<file path="src/rtl/mips_cpu_mem_arbiter.sv">
// Arbitrates the instruction-fetch and load/store ports onto a single Avalon-MM
// master; one transaction at a time through IDLE -> ACCESS -> DONE.
module mips_cpu_mem_arbiter #(
    parameter bit RR = 1'b0
) (
    input  logic        clk,
    input  logic        reset_n,
    input  logic        if_req,
    input  logic [31:0] if_addr,
    output logic [31:0] if_rdata,
    output logic        if_done,
    input  logic        ls_req,
    input  logic        ls_write,
    input  logic [31:0] ls_addr,
    input  logic [31:0] ls_wdata,
    input  logic [3:0]  ls_byteenable,
    output logic [31:0] ls_rdata,
    output logic        ls_done,
    output logic [31:0] avm_address,
    output logic        avm_read,
    output logic        avm_write,
    output logic [31:0] avm_writedata,
    output logic [3:0]  avm_byteenable,
    input  logic        avm_waitrequest,
    input  logic [31:0] avm_readdata,
    output logic        busy,
    output logic [1:0]  state_dbg
);

    typedef enum logic [1:0] {
        IDLE   = 2'd0,
        ACCESS = 2'd1,
        DONE   = 2'd2
    } state_t;

    state_t state, state_nxt;

    logic        grant_ls;
    logic        last_ls;
    logic        any_req;
    logic        pick_ls;
    logic        pick_store;
    logic        zero_store;
    logic [31:0] cmd_addr;

    // A tie goes to load/store unless round-robin says fetch is owed a turn.
    always_comb begin
        any_req    = if_req | ls_req;
        pick_ls    = ls_req & (~if_req | ~RR | ~last_ls);
        pick_store = pick_ls & ls_write;
        zero_store = pick_store & (ls_byteenable == 4'b0000);
        cmd_addr   = (pick_ls ? ls_addr : if_addr) & 32'hFFFF_FFFC;
    end

    always_ff @(posedge clk or negedge reset_n) begin
        if (!reset_n) state <= IDLE;
        else          state <= state_nxt;
    end

    always_comb begin
        state_nxt = state;
        case (state)
            IDLE:    if (any_req) state_nxt = zero_store ? DONE : ACCESS;
            ACCESS:  if (!avm_waitrequest) state_nxt = DONE;
            DONE:    state_nxt = IDLE;
            default: state_nxt = IDLE;
        endcase
    end

    always_comb begin
        busy      = (state != IDLE);
        if_done   = (state == DONE) & ~grant_ls;
        ls_done   = (state == DONE) & grant_ls;
        state_dbg = state;
    end

    // Bus command is latched once in IDLE so requester changes during ACCESS cannot leak onto the bus.
    always_ff @(posedge clk or negedge reset_n) begin
        if (!reset_n) begin
            grant_ls       <= 1'b0;
            last_ls        <= 1'b0;
            avm_address    <= 32'h0;
            avm_read       <= 1'b0;
            avm_write      <= 1'b0;
            avm_writedata  <= 32'h0;
            avm_byteenable <= 4'h0;
            if_rdata       <= 32'h0;
            ls_rdata       <= 32'h0;
        end else begin
            case (state)
                IDLE: begin
                    if (any_req) begin
                        grant_ls <= pick_ls;
                        last_ls  <= pick_ls;
                        if (!zero_store) begin
                            avm_address    <= cmd_addr;
                            avm_read       <= ~pick_store;
                            avm_write      <= pick_store;
                            avm_byteenable <= pick_store ? ls_byteenable : 4'hF;
                            if (pick_store) avm_writedata <= ls_wdata;
                        end
                    end
                end
                ACCESS: begin
                    if (!avm_waitrequest) begin
                        avm_read  <= 1'b0;
                        avm_write <= 1'b0;
                        if (avm_read) begin
                            if (grant_ls) ls_rdata <= avm_readdata;
                            else          if_rdata <= avm_readdata;
                        end
                    end
                end
                default: ;
            endcase
        end
    end

endmodule

</file>
<file path="config.mk">
export PLATFORM = sky130hd
export DESIGN_NAME = mips_cpu_mem_arbiter
export DESIGN_NICKNAME = d
export VERILOG_FILES = /design/src/rtl/mips_cpu_mem_arbiter.sv
export SDC_FILE = /design/constraint.sdc
export NUM_CORES = 1
export LEC_CHECK = 0
export ABC_AREA = 0
export ABC_CLOCK_PERIOD_IN_PS = 2400
export CORE_ASPECT_RATIO = 1.75
export CORE_MARGIN = 2
export CORE_UTILIZATION = 40
export CTS_CLUSTER_SIZE = 40
export DETAILED_ROUTE_END_ITERATION = 8
export GPL_TIMING_DRIVEN = 0
export PLACE_DENSITY = 0.89
export SETUP_SLACK_MARGIN = 0.2
export SLEW_MARGIN = 20
export SYNTH_ARGS = -nofsm -noshare
export SYNTH_HDL_FRONTEND = slang
export SYNTH_SLANG_ARGS = --single-unit
</file>
<file path="constraint.sdc">
create_clock -name clk -period 2.4 [get_ports clk]
set_input_delay 0.48 -clock clk [delete_from_list [all_inputs] [get_ports clk]]
set_output_delay 0.48 -clock clk [all_outputs]
set_load 0.01 [all_outputs]
</file>
---- After elaboration in Yosys (flattened, before gate mapping) ----
Cells that the tools add are included.
operators by class
  bitwise gates (word level) .............. 9
  multiplexer cells ....................... 13
  equality and inequality tests ........... 5
  reduce and logical (&&, ||, !) cells .... 11
operators with widths
  cell                  number
  $mux W32              1
  $reduce_and A4 Y1     4
  $mux W2               3
  $ne A2 B2 Y1 const B  3
  $mux W1               5
  $and A1 B1 Y1         4
  $logic_not A4 Y1      1
  $mux W4               1
  $not A1 Y1            4
  $pmux W1 S2           2
  $pmux W2 S2           1
  $reduce_and A2 Y1     2
  $reduce_bool A2 Y1    2
  $reduce_and A3 Y1     1
  $eq A2 B1 Y1 const B  1
  $eq A2 B2 Y1 const B  1
  $logic_not A2 Y1      1
  $or A1 B1 Y1          1
storage, ports and cells
  register bits after elaboration ......... 135
  input port bits ......................... 138
  output and inout bits ................... 139

---- Depth between registers and ports, before layout ----
Gate-level depths: netlist of run 1.
  depth in word-level cells ............... 5
  mapped depth ............................ 5
  depth with buffers taken out ............ 4

---- Worst setup path after synthesis of run 1 ----
OpenSTA, ideal clock, no wires.
  path type ............................... input to register
  start ................................... input ls_req
  end ..................................... register avm_address[10]
  setup time .............................. 0.125 ns
  path buffers ............................ 2
  data required time ...................... 2.275 ns
  arrival time ............................ 1.720 ns
  cell stages on the path ................. 5
  setup slack ............................. 0.555 ns
  cells stage by stage .................... buf_6 -> and3b_4 -> a211oi_4 -> buf_6 -> mux2_2
between the ends
  cells in the longest elaborated chain, start to end .. 4
  elaborated cells on any way between the ends .. 6
  classes of those cells .................. mux: 1; bitwise: 4; reduce/logical: 1
RTL lines
  element                             line  text
  from (decl)                         12    input logic ls_req,
  $and A1 B1 Y1                       50    pick_store = pick_ls & ls_write;
  $and A1 B1 Y1                       51    zero_store = pick_store & (ls_byteenable == 4'b0000);
  $not A1 Y1 (no source line)         n/a
  $reduce_and A3 Y1 (no source line)  n/a
  to (signal assigned)                96    avm_address <= cmd_addr;
  to (decl)                           19    output logic [31:0] avm_address,
Parallel ways exist; a longest one is shown, timed or not.
A chain may end at the register's enable or synchronous reset.

---- Worst setup path after layout of run 1 ----
  start ................................... register state[1], in the netlist state_dbg[1]
  end ..................................... output busy
between the ends
  cells in the longest elaborated chain, start to end .. 1
RTL lines
  element                 line  text
  from (decl)             36    state_t state, state_nxt;
  from (signal assigned)  57    else state <= state_nxt;
  $reduce_bool A2 Y1      71    busy = (state != IDLE);
  to (decl)               26    output logic busy,
Every way passes these cells.

==> flow_metrics.tcl, run 1 <==
set metrics [dict create \
    synth_flop_cell "dfrtp_1" \
    grt_pass1_vias 4575 \
    synthCells 351 \
    grt_use_total_pct 20.4 \
    path_class "flip-flop to output pin" \
    clkTransAtPathRegs_ps 70 \
    placed_cells 799 \
    startpoint_type "flip-flop" \
    synth_common_cells "153 x mux2_2, 135 x dfrtp_1, 8 x buf_4, 6 x mux2_1, 5 x inv_1" \
    dieArea_mm2 0.0149 \
    io-pin-count 277 \
    period_share_pct 88.3 \
    drt-vias-per-instance 4.83 \
    violations "hold timing" \
    gp_congestion 0.751 \
    clock_latency_ps 410 \
    status "finished, violations left" \
    htreeDepth 4 \
    floorplan.initialDensity_pct 40.4 \
    drc_errors 0 \
    yosys.area_share.simple_pct 2.43 \
    cap_violations 0 \
    ys_ff_latch 135 \
    r2r_start "state_dbg[1]$_DFFE_PN0P_" \
    synth_area_leaders "dfrtp_1 61%, mux2_2 31%, mux2_1 1.2%, buf_4 1.1%, buf_6 0.81%" \
    timing.fmax_mhz 472 \
    synth_top_area_share_pct 60.8 \
    whs_ps -3.43 \
    fin_cells 831 \
    fin_nets 779 \
    die_y_um 160 \
    fin_util_pct 66.1 \
    crit_fanout 7 \
    reg2reg_to "avm_address[28]$_DFFE_PN0P_" \
    crit_start "state_dbg[1]$_DFFE_PN0P_" \
    drt-total-wl_um 14800 \
    syn_to_final_growth_pct 63.8 \
    placed_cell_area_mm2 0.00851 \
    synth-xor-area-share_pct 0 \
    coreArea_mm2 0.0138 \
    tritoncts "yes" \
    yosysSeqAreaShare_pct 60.8 \
    grt_pass1_wl_um 23500 \
    power_mw 11.7 \
    post_cts_buffers 0 \
    antennaDiodeCount 0 \
    yosys.area_share.adder_pct 0 \
    hold_class "input pin to async pin" \
    leakage_nw 3.79 \
    min_period_ps 2120 \
    cts_hold_buf 0 \
    drtPass1Iterations 4 \
    vias 4010 \
    netlist-cell-type-count 32 \
    clockRootBuffer "clkbuf_16" \
    fp-row-count 57 \
    synth_top_family_by_area "multiplexers" \
    clock_tree.buffer_depth 2 \
    synthMuxAreaShare_pct 32.2 \
    antenna_found_initial 0 \
    syn-cell-area_mm2 0.00556 \
    synthesis.yosys.warnings 0 \
    skew_ps 11.7 \
    synth-edff-count 0 \
    postRouteAntennaNets 0 \
    fin_area_mm2 0.00910 \
    setup_viol 0 \
    final_layout_size_suffix_gt1_share_pct 32.3 \
    arrival_ps 1640 \
    placement.io_buffers 269 \
    worstPathRequired_ps 1920 \
    yosysMostFrequentCell "mux2_2" \
    synth_top_area_cell "dfrtp_1" \
    post_drt_wl_per_cell_um 17.8 \
    async_reset_ff_share_pct 100 \
    drt_iter0_markers 90 \
    rsz0062_at_grt "false" \
    hold_viol 3 \
    power_density_mw_per_mm2 1280 \
    overflow 0 \
    end_kind "output pin" \
    dieWidth_um 93.1 \
    max-slew-margin-rel_pct 62.4 \
    grt_max_degree 72 \
    avgSynthCellArea_um2 15.8 \
    clock_sink_count 135 \
    worstRegToRegCells 5 \
    cts_buffers 17 \
    tightest_slew_ps 564 \
    dp_hpwl_um 11600 \
    drv_slew 0 \
    peakVddDrop_uv 721 \
    synth_compound_area_share_pct 1.64 \
    rrSetupSlack_ps 510 \
]
[flip-flops by register name, indices dropped and copies added (netlist names)]
name / count
avm_byteenable: 4
avm_writedata: 32
if_rdata: 32
state_dbg: 2
ls_rdata: 32
avm_write: 1
grant_ls: 1
avm_address: 30
avm_read: 1
[final cells by class]
class | count | area, µm²
Fill cell | 985 | 4660
Multi-Input combinational cell | 192 | 2030
Clock inverter | 14 | 155
Sequential cell | 135 | 3380
Clock buffer | 18 | 439
Buffer | 20 | 141
Tap cell | 177 | 221
Timing Repair Buffer | 270 | 2720
Inverter | 5 | 18.8
[placed cells by master, fill, tap and decap left out, types with 2 or more instances in the layout]
cell / count
buf_2: 4
nand2_1: 2
clkinvlp_4: 3
buf_6: 4
inv_8: 3
dfrtp_1: 134
inv_1: 5
nor2_1: 2
a21oi_1: 2
nor3_1: 2
buf_4: 8
nor2b_1: 2
nor4_1: 3
dlygate4sd2_1: 2
mux2_2: 153
clkdlybuf4s50_1: 266
inv_6: 5
clkbuf_1: 3
nand2b_1: 2
conb_1: 2
clkbuf_16: 17
mux2_1: 6
[cells by family (layout without fill, tap and decap cells)]
logic type / after synthesis / count (layout)
flip-flops: 135 / 135
other: 1 / 2
multiplexers: 159 / 159
buffers and inverters: 25 / 327
AND/OR/NAND/NOR: 21 / 21
AO/OA/AOI/OAI: 10 / 10
[critical path, stage by stage (launching register included)]
cell	delay [ps]
dfrtp_2	450
nor2_2	160
inv_1	120
clkdlybuf4s50_1	500
[repair_timing]
item | 4_1_cts | 5_1_grt
setup endpoints to repair | 3 | 1
resized for setup | 3 | 1
pin swaps | 0 | 0
[power breakdown]
part / total [mW] / switching, mW / internal, mW / leakage [nW]
combinational: 5.06 / 1.85 / 3.21 / 1.90
sequential: 4.03 / 0.616 / 3.41 / 1.61
clock: 2.58 / 1.08 / 1.50 / 0.283
[routing by layer]
metal | GRT usage, % | vias to the layer above | wire (µm)
met1 | 19.8 | 1975 | 4920
met4 | 7.75 | 0 | 403
met3 | 5.90 | 28 | 938
li1 | - | 1826 | -
met5 | 0 | - | 0
met2 | 39.4 | 181 | 8510
[worst max path at each step]
stage | endpoint | depth (start not counted)
after floorplan | avm_address[10]$_DFFE_PN0P_ | 5
after global placement | if_rdata[3]$_DFFE_PN0P_ | 1
after detailed placement | avm_writedata[14]$_DFFE_PN0P_ | 5
after CTS | busy | 3
after global routing | busy | 3
final | busy | 3
[through the flow]
step	hold WS [ps]	setup WS (ps)	setup TNS (ps)
floorplan	184	555	0
global placement	472	-4110	-553790
detailed placement	456	-25.8	-118
CTS	7.71	209	0
global route	27.0	207	0
finish	-3.43	280	0
Power figures use the tool's default switching activity.
==> run 2, diff against run 1 <==
--- a/config.mk
+++ b/config.mk
@@ -14,7 +14,6 @@
 export DETAILED_ROUTE_END_ITERATION = 8
 export GPL_TIMING_DRIVEN = 0
 export PLACE_DENSITY = 0.89
-export SETUP_SLACK_MARGIN = 0.2
 export SLEW_MARGIN = 20
 export SYNTH_ARGS = -nofsm -noshare
 export SYNTH_HDL_FRONTEND = slang
==> run 2 against run 1 <==
Effect of this change:
- the flow still finishes with violations (hold timing)
- clock-buffer cell count is the same
- die area is the same
- fmax shrank 7.7%
- flip-flop and latch count is the same
- worst setup slack lost 180 ps
- core utilization is essentially flat
- first-iteration DRC count grew 2.2%
- wire length is essentially flat
- largest cell class unchanged
- highest routed layer unchanged
==> flow_metrics.tcl, run 2 (synthesized netlist as in run 1, its figures left out) <==
set metrics [dict create \
    status "finished, violations left" \
    grt_max_degree 72 \
    p_seq_share_pct 34.5 \
    io-pin-count 277 \
    arrival_ps 1820 \
    fin_cells 831 \
    clock_sink_count 135 \
    drtPass1Iterations 4 \
    dieWidth_um 93.1 \
    final_cell_mix "267 x clkdlybuf4s50_1, 153 x mux2_2, 134 x dfrtp_1, 17 x clkbuf_16, 8 x buf_4" \
    dp_hpwl_um 11600 \
    clock_latency_ps 410 \
    cap_violations 0 \
    antennaDiodeCount 0 \
    reg_top3 "avm_writedata x32, if_rdata x32, ls_rdata x32" \
    tightest_slew_ps 564 \
    power_density_mw_per_mm2 1280 \
    leakage_nw 3.80 \
    final_layout_size_suffix_gt1_share_pct 32.1 \
    comb_power_share_pct 43.3 \
    power_mw 11.7 \
    rrSetupSlack_ps 460 \
    grt_pass1_vias 4575 \
    hold_class "input pin to async pin" \
    fp-row-count 57 \
    antenna_found_initial 0 \
    overflow 0 \
    grt_use_total_pct 20.4 \
    setup_ws_ps 102 \
    drt-vias-per-instance 4.83 \
    setup_viol 0 \
    crit_fanout 10 \
    fin_nets 779 \
    post_cts_buffers 0 \
    syn_to_final_growth_pct 63.8 \
    startpoint_type "flip-flop" \
    clockRootBuffer "clkbuf_16" \
    p_int_mw 8.13 \
    placement.io_buffers 269 \
    drv_slew 0 \
    timing.fmax_mhz 435 \
    postRouteAntennaNets 0 \
    worstPathRequired_ps 1920 \
    drt_iter0_markers 92 \
    clock_tree.buffer_depth 2 \
    die_y_um 160 \
    cts_hold_buf 0 \
    violations "hold timing" \
    vias 4014 \
    placed_cells 799 \
    hold_viol 3 \
    grt_pass1_wl_um 23500 \
    min_period_ps 2300 \
    drc_errors 0 \
    clkTransAtPathRegs_ps 70 \
    path_class "flip-flop to output pin" \
    swShare_pct 30.4 \
    clkPwrFrac_pct 22.2 \
    layout_commonest_cell "clkdlybuf4s50_1" \
    floorplan.initialDensity_pct 40.4 \
    peakVddDrop_uv 721 \
    place_ws_ps -25.8 \
    htreeDepth 4 \
    skew_ps 11.7 \
    p_sw_mw 3.54 \
    gp_congestion 0.751 \
    rsz0062_at_grt "false" \
    dieArea_mm2 0.0149 \
    r2r_start "state_dbg[1]$_DFFE_PN0P_" \
    cts_buffers 17 \
    whs_ps -3.65 \
    max-slew-margin-rel_pct 62.4 \
    post_drt_wl_per_cell_um 17.8 \
    drt-total-wl_um 14800 \
    crit_start "state_dbg[0]$_DFFE_PN0P_" \
    setup_tns_ps 0 \
    period_share_pct 95.7 \
    coreArea_mm2 0.0138 \
    end_kind "output pin" \
    tritoncts "yes" \
]
-- run 2: cell types whose count changed in the layout (fill, tap and decap cells not counted), sizes merged --
cell and delta:
clkdlybuf4s50 +1, dlygate4sd2 -2, dlymetal6s2s +1
-- run 2: layout make-up --
| cell class | count | area (µm²) |
|---|---|---|
| Clock inverter | 14 | 155 |
| Fill cell | 985 | 4660 |
| Tap cell | 177 | 221 |
| Clock buffer | 18 | 439 |
| Buffer | 20 | 141 |
| Inverter | 5 | 18.8 |
| Sequential cell | 135 | 3380 |
| Multi-Input combinational cell | 192 | 2020 |
| Timing Repair Buffer | 270 | 2730 |
-- run 2: per-layer routing --
metal  global-route usage [%]  vias up  part of all wire, %  routed length [µm]
met2                     39.4      181                   58                8510
met5                        0        -                    0                   0
met4                     7.75        0                  2.7                 403
met3                     5.90       28                  6.3                 937
li1                         -     1825                    -                   -
met1                     19.8     1980                   33                4930
-- run 2: worst paths after layout --
check	end	cells past startpoint
min in group clk	avm_address[30]$_DFFE_PN0P_	1
max in group asynchronous	ls_rdata[1]$_DFFE_PN0P_	2
worst min register to register	avm_address[30]$_DFFE_PN0P_	1
worst min-delay path	avm_writedata[21]$_DFFE_PN0P_	1
worst max register to register	avm_address[28]$_DFFE_PN0P_	5
worst max-delay path	if_done	3
-- run 2: worst max-delay path: stages (launching register included) --
cell and delay (ps):
dfrtp_1 420, buf_2 190, nor3_1 200, clkdlybuf4s50_1 610
-- run 2: power by group through the flow --
stage               clock network (mW)  registers, mW  logic [mW]
CTS                               2.65           4.03        5.13
finish                            2.59           4.03        5.06
detailed placement                   0           4.06        5.11
global route                      2.77           4.16        5.34
global placement                     0           3.98        4.97
floorplan                            0           4.52        1.58
-- run 2: what timing repair did --
action / CTS / global route
setup endpoints to repair: 0 / 1
resized for setup: 0 / 2
endpoints found under the hold margin: 0 / 0
-- run 2: stage by stage --
step / area [µm²] / util, %
CTS: 9100 / 66.1
global placement: 8480 / 61.6
global route: 9110 / 66.2
finish: 9110 / 66.2
floorplan: 5560 / -
detailed placement: 8510 / 61.8
